<file path="src/rtl/write_sm.sv">
// -----------------------------------------------------------------------------
// write_sm
//   Transmit side of the handshake/read/done word transfer. A local producer
//   pushes words into a small FIFO. The state machine presents the words one at
//   a time on tx_data with handshake high, waits for a read pulse, and then
//   holds handshake low for GAP cycles before it presents the next word.
//
//   Transfer protocol: handshake = 1 means tx_data holds a valid word and the
//   word is waiting for the receiver. A word is consumed on the rising edge
//   where read = 1 while handshake = 1. tx_data is stable for as long as
//   handshake stays high. If read does not arrive within TIMEOUT cycles, the
//   word is dropped instead. A read that arrives while handshake is low is a
//   protocol error.
//
// Ports
//   clk, reset       system clock; synchronous active-high reset
//   wr_en, wr_data   producer write strobe and word (ignored while full)
//   full, empty      FIFO holds DEPTH / 0 words
//   level            FIFO occupancy, not counting the word in flight
//   read             receiver acknowledge pulse
//   handshake        tx_data valid, awaiting read
//   tx_data          word in flight
//   sent             1-cycle pulse per acknowledged word
//   timeout_err      1-cycle pulse per word dropped on timeout
//   proto_err        sticky: read seen outside PRESENT
//   state_o          current FSM state (debug observation)
// -----------------------------------------------------------------------------
module write_sm #(
   parameter int DATA_W  = 16,
   parameter int DEPTH   = 4,
   parameter int GAP     = 2,
   parameter int TIMEOUT = 255
) (
   input  logic                      clk,
   input  logic                      reset,
   input  logic                      wr_en,
   input  logic [DATA_W-1:0]         wr_data,
   output logic                      full,
   output logic                      empty,
   output logic [$clog2(DEPTH):0]    level,
   input  logic                      read,
   output logic                      handshake,
   output logic [DATA_W-1:0]         tx_data,
   output logic                      sent,
   output logic                      timeout_err,
   output logic                      proto_err,
   output logic [1:0]                state_o
);

   localparam int AW = $clog2(DEPTH);
   localparam int CW = AW + 1;
   localparam int GW = $clog2(GAP + 1);
   // With TIMEOUT = 0 the counter is never used; keep it 1 bit wide.
   localparam int TW = (TIMEOUT > 0) ? $clog2(TIMEOUT + 1) : 1;

   typedef enum logic [1:0] {
      S_IDLE    = 2'd0,
      S_PRESENT = 2'd1,
      S_GAP     = 2'd2
   } state_t;

   state_t              state_q, state_d;
   logic [DATA_W-1:0]   mem_q [DEPTH];
   logic [AW-1:0]       wr_ptr_q, rd_ptr_q;
   logic [CW-1:0]       count_q;
   logic [GW-1:0]       gap_q, gap_d;
   logic [TW-1:0]       tcnt_q, tcnt_d;
   logic                hs_q, hs_d;
   logic [DATA_W-1:0]   tx_q, tx_d;
   logic                sent_q, sent_d;
   logic                terr_q, terr_d;
   logic                perr_q, perr_d;
   logic                push, pop;

   assign full        = (count_q == CW'(DEPTH));
   assign empty       = (count_q == '0);
   assign level       = count_q;
   assign handshake   = hs_q;
   assign tx_data     = tx_q;
   assign sent        = sent_q;
   assign timeout_err = terr_q;
   assign proto_err   = perr_q;
   assign state_o     = state_q;

   always_comb begin
      // full is taken from the registered count, so a write into a full FIFO
      // is dropped even when a pop happens on the same edge.
      push    = wr_en && !full;
      pop     = 1'b0;
      state_d = state_q;
      gap_d   = gap_q;
      tcnt_d  = tcnt_q;
      hs_d    = hs_q;
      tx_d    = tx_q;
      sent_d  = 1'b0;
      terr_d  = 1'b0;
      perr_d  = perr_q | (read && (state_q != S_PRESENT));

      case (state_q)
         S_IDLE: begin
            if (!empty) pop = 1'b1;
         end
         S_PRESENT: begin
            // read takes priority over a timeout that expires on the same edge.
            if (read) begin
               hs_d    = 1'b0;
               sent_d  = 1'b1;
               gap_d   = GW'(GAP);
               state_d = S_GAP;
            end else if (TIMEOUT != 0) begin
               tcnt_d = tcnt_q + TW'(1);
               if (tcnt_d == TW'(TIMEOUT)) begin
                  hs_d    = 1'b0;
                  terr_d  = 1'b1;
                  gap_d   = GW'(GAP);
                  state_d = S_GAP;
               end
            end
         end
         S_GAP: begin
            gap_d = gap_q - GW'(1);
            // On the last gap cycle, go straight to the next word when one is
            // queued. This keeps the low time between words at exactly GAP.
            if (gap_q <= GW'(1)) begin
               if (!empty) pop = 1'b1;
               else        state_d = S_IDLE;
            end
         end
         default: state_d = S_IDLE;
      endcase

      if (pop) begin
         tx_d    = mem_q[rd_ptr_q];
         hs_d    = 1'b1;
         tcnt_d  = '0;
         state_d = S_PRESENT;
      end
   end

   always_ff @(posedge clk) begin
      if (reset) begin
         state_q  <= S_IDLE;
         wr_ptr_q <= '0;
         rd_ptr_q <= '0;
         count_q  <= '0;
         gap_q    <= '0;
         tcnt_q   <= '0;
         hs_q     <= 1'b0;
         tx_q     <= '0;
         sent_q   <= 1'b0;
         terr_q   <= 1'b0;
         perr_q   <= 1'b0;
      end else begin
         state_q  <= state_d;
         wr_ptr_q <= wr_ptr_q + AW'(push);
         rd_ptr_q <= rd_ptr_q + AW'(pop);
         count_q  <= count_q + CW'(push) - CW'(pop);
         gap_q    <= gap_d;
         tcnt_q   <= tcnt_d;
         hs_q     <= hs_d;
         tx_q     <= tx_d;
         sent_q   <= sent_d;
         terr_q   <= terr_d;
         perr_q   <= perr_d;
      end
   end

   // Storage is not reset; the pointers and the count define which entries hold data.
   always_ff @(posedge clk) begin
      if (!reset && push) mem_q[wr_ptr_q] <= wr_data;
   end

endmodule

</file>
<file path="config.mk">
export PLATFORM = sky130hd
export DESIGN_NAME = write_sm
export DESIGN_NICKNAME = d
export VERILOG_FILES = /design/src/rtl/write_sm.sv
export SDC_FILE = /design/constraint.sdc
export NUM_CORES = 1
export LEC_CHECK = 0
export CORE_MARGIN = 3
export CORE_UTILIZATION = 50
export DETAILED_ROUTE_END_ITERATION = 8
export GPL_TIMING_DRIVEN = 0
export HOLD_SLACK_MARGIN = 0.03
export PLACE_DENSITY = 0.84
export SYNTH_ARGS = -nofsm -noshare
export SYNTH_HDL_FRONTEND = slang
export SYNTH_SLANG_ARGS = --single-unit
</file>
<file path="constraint.sdc">
create_clock -name clk -period 3.7 [get_ports clk]
set_input_delay 1.11 -clock clk [delete_from_list [all_inputs] [get_ports clk]]
set_output_delay 1.11 -clock clk [all_outputs]
set_load 0.1 [all_outputs]
</file>
* Word level (Yosys, flattened, before mapping)
Memories as Yosys holds them, arrays and structs flattened. A register that Yosys moved wholly into a read port is not among the register bits.
Cells that the tools add are included.
** Operators by class
- Add/subtract/negate cells :: 6
- Magnitude comparators :: 1
- Eq/ne operators :: 12
- Multiplexer cells :: 18
- Bitwise operators :: 4
- Reduce and logical (&&, ||, !) cells :: 18
** Operator list (number)
- $mux 1 :: 11
- $ne 3x3->1 const B :: 3
- $add 8x1->8 const B :: 1
- $eq 8x8->1 const B :: 1
- $mux 2 :: 4
- $reduce_and 4->1 :: 2
- $ne 2x2->1 const B :: 3
- $pmux 2 s3 :: 1
- $reduce_and 2->1 :: 3
- $add 2x1->2 :: 2
- $ne 4x4->1 const B :: 1
- $pmux 2 s2 :: 1
- $reduce_bool 2->1 :: 2
- $reduce_or 2->1 :: 2
- $add 3x1->3 :: 1
- $eq 3x3->1 const B :: 1
- $logic_and 1x1->1 :: 3
- $logic_not 3->1 :: 1
- $not 1->1 :: 3
- $reduce_bool 3->1 :: 1
- $reduce_or 3->1 :: 1
- $sub 3x1->3 :: 1
- $eq 2x1->1 const B :: 1
- $eq 2x2->1 const B :: 1
- other kinds (7) :: 8
** Word-level totals
- Flip-flop bits (word level) :: 23
- Memory bits (writable) :: 64
- Bits of input ports :: 20
- Logic and storage cells :: 71
- Memories :: 1
** Memories
- mem_q :: words 4, bits a word 16, rd ports 1, clocked after Yosys merged registers in 1, write ports 1, line 63 : logic [DATA_W-1:0] mem_q [DEPTH];

* Depth between registers and ports, before layout
Gate-level depths: netlist of the first run.
- Depth after elaboration :: 6
- Mapped depth :: 15

* Worst setup path after synthesis of the first run
Ideal clock, no wire load.
- Kind :: register to register
- From :: register count_q[2], in the netlist level[2]
- To :: register count_q[2], in the netlist level[2]
- Data arrival time :: 4.891 ns
- Required time :: 3.566 ns
- Path slack :: -1.325 ns
- Stages on the path, launching flop included :: 11
- Buffers on the path :: 0
- Clock period less this slack :: 5.025 ns
- Cell sequence :: dfxtp_1 -> nor3b_1 -> nand2b_1 -> ha_1 -> inv_1 -> ha_1 -> inv_1 -> fa_1 -> xor2_1 -> xnor2_1 -> nor2_1
** Between the ends
- Word-level cells in the longest chain between the ends :: 5
- Elaborated cells between the ends (all ways) :: 9
- Classes of those cells :: add/sub (2); eq/ne (1); mux (3); reduce/logical (3)
** Ends and longest elaborated chain
- start, declared :: line 65 : logic [CW-1:0] count_q;
- start signal, assigned :: line 157 : count_q <= count_q + CW'(push) - CW'(pop);
- $eq 3x3->1 :: line 75 : assign full = (count_q == CW'(DEPTH));
- net full :: line 38 : output logic full,
- $logic_not 1->1 :: line 88 : push = wr_en && !full;
- $logic_and 1x1->1 :: line 88
- $add 3x1->3 :: line 157
- $sub 3x1->3 :: line 157
The timed path passes the listed nets, and every way through them passes these cells.
A chain may end at the register's enable or synchronous reset.

* Worst setup path after layout of the first run
- From :: register count_q[2], in the netlist level[2]
- To :: output full
** Between the ends
- Word-level cells in the longest chain between the ends :: 1
** Ends and longest elaborated chain (line)
- $eq 3x3->1 :: 75
- end, declared :: 38
Every way passes these cells.

==> impl_metrics.yaml, run 1 <==
finish:
  nFillCells: 548
  fin_nets: 358
  antenna_cells: 0
  layout-drive-gt1-share: 0.221
  areaGrowthSynthToFinish_pct: 22.3
  fin_area_um2: 4970
clock_network:
  cts_root_buffer: "clkbuf_8"
  clkTransAtPathRegs_ns: 0.09
  cts_hold_buf: 0
  cts_made_buffers: 9
  cts.sinks: 103
  postCtsSetupBuffers: 0
  cts-resized-gates: 0
  cts-htree-levels: 3
  clk-insertion-delay-late_ns: 0.35
  cts_max_path_buffers: 2
  cts_tree: "yes"
floorplan:
  die_w_um: 96.1
  start_util: 0.520
  num_rows: 32
  pin_count: 47
  core_area_um2: 7810
  dieArea_um2: 9240
  die-height_um: 96.1
power_and_ir_drop:
  finalPower_mw: 4.06
  irDropWorstVdd_uv: 481
  power_density_nw_per_um2: 817
  p_leak_nw: 1.62
setup_path:
  cp-start-kind: "flop"
  cpMaxStageDelayCell: "clkdlybuf4s50_1"
  critical_path_class: "flop to output port"
  crit-reg2reg-launch: "gap_q[1]"
  critPathMaxFanout: 4
  arrival_ns: 2.23
  required_ns: 2.59
  path_cells: "nor3b_4, clkdlybuf4s50_1"
  end_kind: "output port"
  cp_slowest_stage_delay_ns: 1.18
  regToRegEndpoint: "level[2]"
  r2r_slack_ns: 0.91
  reg2reg_depth: 15
sta:
  worst_slew_pin_slew_ns: 1.00
  finalHoldViolCount: 0
  hold_ws_ns: 0.464
  setup_violations: 0
  rsz0062_at_grt: "no"
  final-max-slew-violation-count: 0
  clock_skew_ns: 0.00704
  min_period_over_period: 0.901
  fmax_mhz: 300
  min_period_ns: 3.34
  slew-limit-headroom: 0.330
logic_synthesis:
  ys.flop_type: "edfxtp_1"
  synthCells: 270
  netlist_area_um2: 4060
  synth_top_area_cell: "edfxtp_1"
  synth_seq_cells: 103
  synth_cell_type_count: 44
  yosysSeqAreaShare: 0.665
  synth_nets: 298
  yosysTopAreaCellShare: 0.473
  synth_edf_count: 64
  synth-async-reset-ratio: 0
  synth.most_common_cell: "edfxtp_1"
  synth_area_leaders: "edfxtp_1 (47%), dfxtp_1 (19%), mux4_2 (8.9%)"
  yosys-top-cells-count: "edfxtp_1 (64), dfxtp_1 (39), nand2_1 (26), mux4_2 (16), a21oi_2 (12)"
  yosysWarnings: 0
  syn_area_per_cell_um2: 15.0
routing:
  drt_iter0_drc: 79
  wl_per_cell_um: 16.7
  drcViolationCount: 0
  avgViaCountPerCell: 5.40
  routed_wl_um: 7290
  drtPass1Iterations: 4
  vias: 2358
  postRouteAntennaNets: 0
grt:
  grt_pass1_wl_um: 11800
  grt_pass1_vias: 2387
  grt_max_degree: 18
  grt.total_usage: 0.173
  antenna_found_initial: 0
  overflow: 0
outcome:
  status: "finished clean"
place:
  place_area_um2: 4760
  place_hpwl_um: 5130
  gp_congestion: 0.882
  portBuffers: 46
hold_path:
  hold_path.class: "flop to flop"
  min_to: "tx_data[14]"
  hold_start: "tx_data[14]"
  hold_depth: 2
run:
  maxCapViolCount: 0
logic make-up after synthesis:
kind of cell	synth area share
XOR/XNOR	0.0237
AND/OR/NAND/NOR	0.114
AO/OA/AOI/OAI	0.0518
multiplexers	0.0887
adder cells (fa/ha/maj)	0.0265
flip-flops	0.665
buffers and inverters	0.0299
metrics by stage:
stage          setup slack [ns]  std cells   TNS, ns   util
2_1_floorplan          -0.00757        270  -0.00757      -
3_3_place_gp             -0.358        418    -15.57  0.601
3_5_place_dp              0.389        421         0  0.610
4_1_cts                   0.346        437         0  0.636
5_1_grt                   0.297        437         0  0.636
6_report                  0.365        437         0  0.636
worst max path at each step:
stage / startpoint / endpoint / slack [ns] / cells after the start
after global routing: level[2] / full / 0.30 / 2
after CTS: level[2] / full / 0.35 / 2
after global placement: reset / mem_q[2][8] / -0.36 / 3
after detailed placement: wr_en / level[2] / 0.39 / 10
final: level[2] / full / 0.36 / 2
after floorplan: level[2] / level[2] / -0.008 / 10
cell type report:
type | instances | area [µm²] | area share
buffer | 12 | 78.8 | 0.0159
clock buffer | 10 | 138 | 0.0277
clock inverter | 6 | 67.6 | 0.0136
inverter | 8 | 42.5 | 0.00856
multi-input combinational | 147 | 1310 | 0.263
sequential | 103 | 2700 | 0.544
tap | 102 | 128 | 0.0257
timing repair buffer | 49 | 505 | 0.102
placed cells by master, fill, tap and decap left out, drive strengths merged, types with 2 or more instances in the layout:
cell / count
a211oi: 2
a21oi: 19
and3b: 2
buf: 11
clkbuf: 14
clkdlybuf4s50: 46
clkinv: 3
clkinvlp: 2
dfxtp: 39
edfxtp: 64
ha: 7
inv: 8
mux4: 16
nand2: 37
nand2b: 2
nand3: 3
nand4b: 2
nor2: 11
nor2b: 6
nor3: 9
nor3b: 3
nor4: 2
nor4b: 2
or3: 2
xnor2: 8
xor2: 3
sequential cells by signal, summed over array words and instances, names as in the netlist:
register	cells
timeout_err	1
gap_q	2
rd_ptr_q	2
tx_data	16
level	3
tcnt_q	8
state_o	2
mem_q	64
sent	1
proto_err	1
handshake	1
wr_ptr_q	2
power breakdown:
group	internal (mW)	switching, mW
clock	0.333	0.373
combinational	0.578	1.28
sequential	1.38	0.116
total	2.29	1.77
layer usage:
metal  GRT usage  share of wire
met1       0.219           0.42
met2       0.289           0.52
met3      0.0321          0.037
met4      0.0818          0.025
met5           0              0
worst max-delay path, delay by kind of cell, from the launching register on:
family                 cells  cell delay [ns]
AND/OR/NAND/NOR            1             0.24
buffers and inverters      1             1.18
flip-flops                 1             0.44
Note: power is estimated with default switching activity, not from simulation.
==> run 2, diff against run 1 <==
Settings changed: REMOVE_ABC_BUFFERS from default to 1.
==> impl_metrics.yaml, run 2 (synthesis results as in run 1) <==
sta:
  min_period_ns: 3.32
  rsz0062_at_grt: "no"
  worst_slew_pin_slew_ns: 1.15
  min_period_over_period: 0.897
  slew-limit-headroom: 0.235
  final-max-slew-violation-count: 0
  setup_violations: 0
  finalHoldViolCount: 0
  fmax_mhz: 301
  clock_skew_ns: 0.0132
  tns_ns: 0
floorplan:
  dieArea_um2: 9240
  core_area_um2: 7810
  die_w_um: 96.1
  start_util: 0.520
  pin_count: 47
  num_rows: 32
  die-height_um: 96.1
grt:
  grt_pass1_vias: 2246
  overflow: 0
  grt.total_usage: 0.166
  grt_pass1_wl_um: 11300
  antenna_found_initial: 0
  grt_max_degree: 42
clock_network:
  cts_max_path_buffers: 2
  cts-resized-gates: 0
  clkTransAtPathRegs_ns: 0.09
  postCtsSetupBuffers: 0
  cts.sinks: 103
  cts-htree-levels: 3
  cts_hold_buf: 0
  cts_tree: "yes"
  cts_made_buffers: 9
  clk-insertion-delay-late_ns: 0.36
  cts_root_buffer: "clkbuf_8"
finish:
  top_register: "mem_q"
  final_common_cell: "edfxtp_1"
  multiInputGateArea_um2: 1260
  layout-drive-gt1-share: 0.206
  areaGrowthSynthToFinish_pct: 18.9
  largest_reg_flops: 64
  antenna_cells: 0
  mostFrequentLayoutCells: "edfxtp_1 (64), clkdlybuf4s50_1 (45), dfxtp_1 (39)"
  seqCellArea_um2: 2700
  fin_nets: 349
  fin_cells: 428
  nFillCells: 599
power_and_ir_drop:
  power_frac_comb: 0.434
  p_leak_nw: 1.58
  finalPower_mw: 3.91
  p_int_mw: 2.19
  irDropWorstVdd_uv: 514
  pwr-share-seq: 0.391
  power_density_nw_per_um2: 810
  power_frac_clock: 0.175
  p_sw_mw: 1.72
  p_sw_frac: 0.440
setup_path:
  crit_family: "adder cells"
  cp_num_buf_inv: 4
  path_cells: "inv_1, ha_1, and3b_1, or3_1, clkinv_8, ha_1, inv_1, ha_1, inv_1, fa_1, xor2_1, xnor2_1, nor2_1"
  cp_slowest_stage_delay_ns: 0.75
  arrival_ns: 3.52
  end_kind: "flop"
  cp-start-kind: "flop"
  cpMaxStageDelayCell: "or3_1"
  critPathMaxFanout: 27
  required_ns: 3.91
  critical_path_class: "flop to flop"
run:
  maxCapViolCount: 0
routing:
  postRouteAntennaNets: 0
  drt_iter0_drc: 154
  routed_wl_um: 7080
  avgViaCountPerCell: 5.45
  wl_per_cell_um: 16.5
  drtPass1Iterations: 5
  vias: 2331
  drcViolationCount: 0
hold_path:
  hold_path.class: "flop to flop"
place:
  place_hpwl_um: 4650
  dp.cells: 412
  portBuffers: 46
  gp_congestion: 0.811
outcome:
  status: "finished clean"
run 2: changes by cell type in the layout (fill, tap and decap cells not counted), moves of 2 or more:
cell	previous run	this run
clkinvlp_4	2	0
clkbuf_1	4	1
buf_2	3	1
nor4b_2	0	2
buf_4	1	5
buf_8	4	0
nor4b_4	2	0
run 2: layer usage:
| metal | GRT usage | up-vias | share of wire |
|---|---|---|---|
| met3 | 0.0524 | 4 | 0.056 |
| met1 | 0.221 | 1170 | 0.45 |
| met5 | 0 | - | 0 |
| met4 | 0.0391 | 0 | 0.0045 |
| li1 | - | 1095 | - |
| met2 | 0.267 | 62 | 0.49 |
run 2: cell type report:
| cell class | instances | area share |
|---|---|---|
| flip-flops and latches | 103 | 0.560 |
| multi-input cells | 147 | 0.260 |
| repair buffers | 52 | 0.104 |
| clock buffers | 10 | 0.0264 |
| well taps | 102 | 0.0264 |
| clock inverters | 6 | 0.0140 |
| inverters | 8 | 0.00881 |
run 2: tightest hold or removal path: cells and delay by family (launching register included):
family           cells  cell delay [ns]
AO/OA/AOI/OAI        1             0.05
flip-flops           1             0.31
AND/OR/NAND/NOR      1             0.05
run 2: through the flow:
stage | hold WS [ns] | setup slack (ns) | cell area (µm²) | utilization
after floorplan | 0.499 | -1.54 | 3980 | -
after global placement | 0.444 | -2.67 | 4570 | 0.585
after detailed placement | 0.452 | 0.337 | 4630 | 0.593
after CTS | 0.463 | 0.319 | 4830 | 0.618
after global routing | 0.485 | 0.114 | 4830 | 0.618
final | 0.457 | 0.383 | 4830 | 0.618
run 2: final timing paths:
path	slack, ns	end	from	depth (start not counted)
max	0.38	level[2]	gap_q[1]	13
min	0.46	tx_data[13]	tx_data[13]	2
max reg2reg	0.38	level[2]	gap_q[1]	13
min reg2reg	0.46	tx_data[13]	tx_data[13]	2
run 2: power by group through the flow:
| stage | registers [mW] | logic [mW] | clock network [mW] |
|---|---|---|---|
| global route | 1.56 | 1.79 | 0.748 |
| finish | 1.53 | 1.70 | 0.686 |
| detailed placement | 1.56 | 1.71 | 0 |
| CTS | 1.54 | 1.72 | 0.704 |
| floorplan | 2.22 | 0.625 | 0 |
| global placement | 1.56 | 1.67 | 0 |
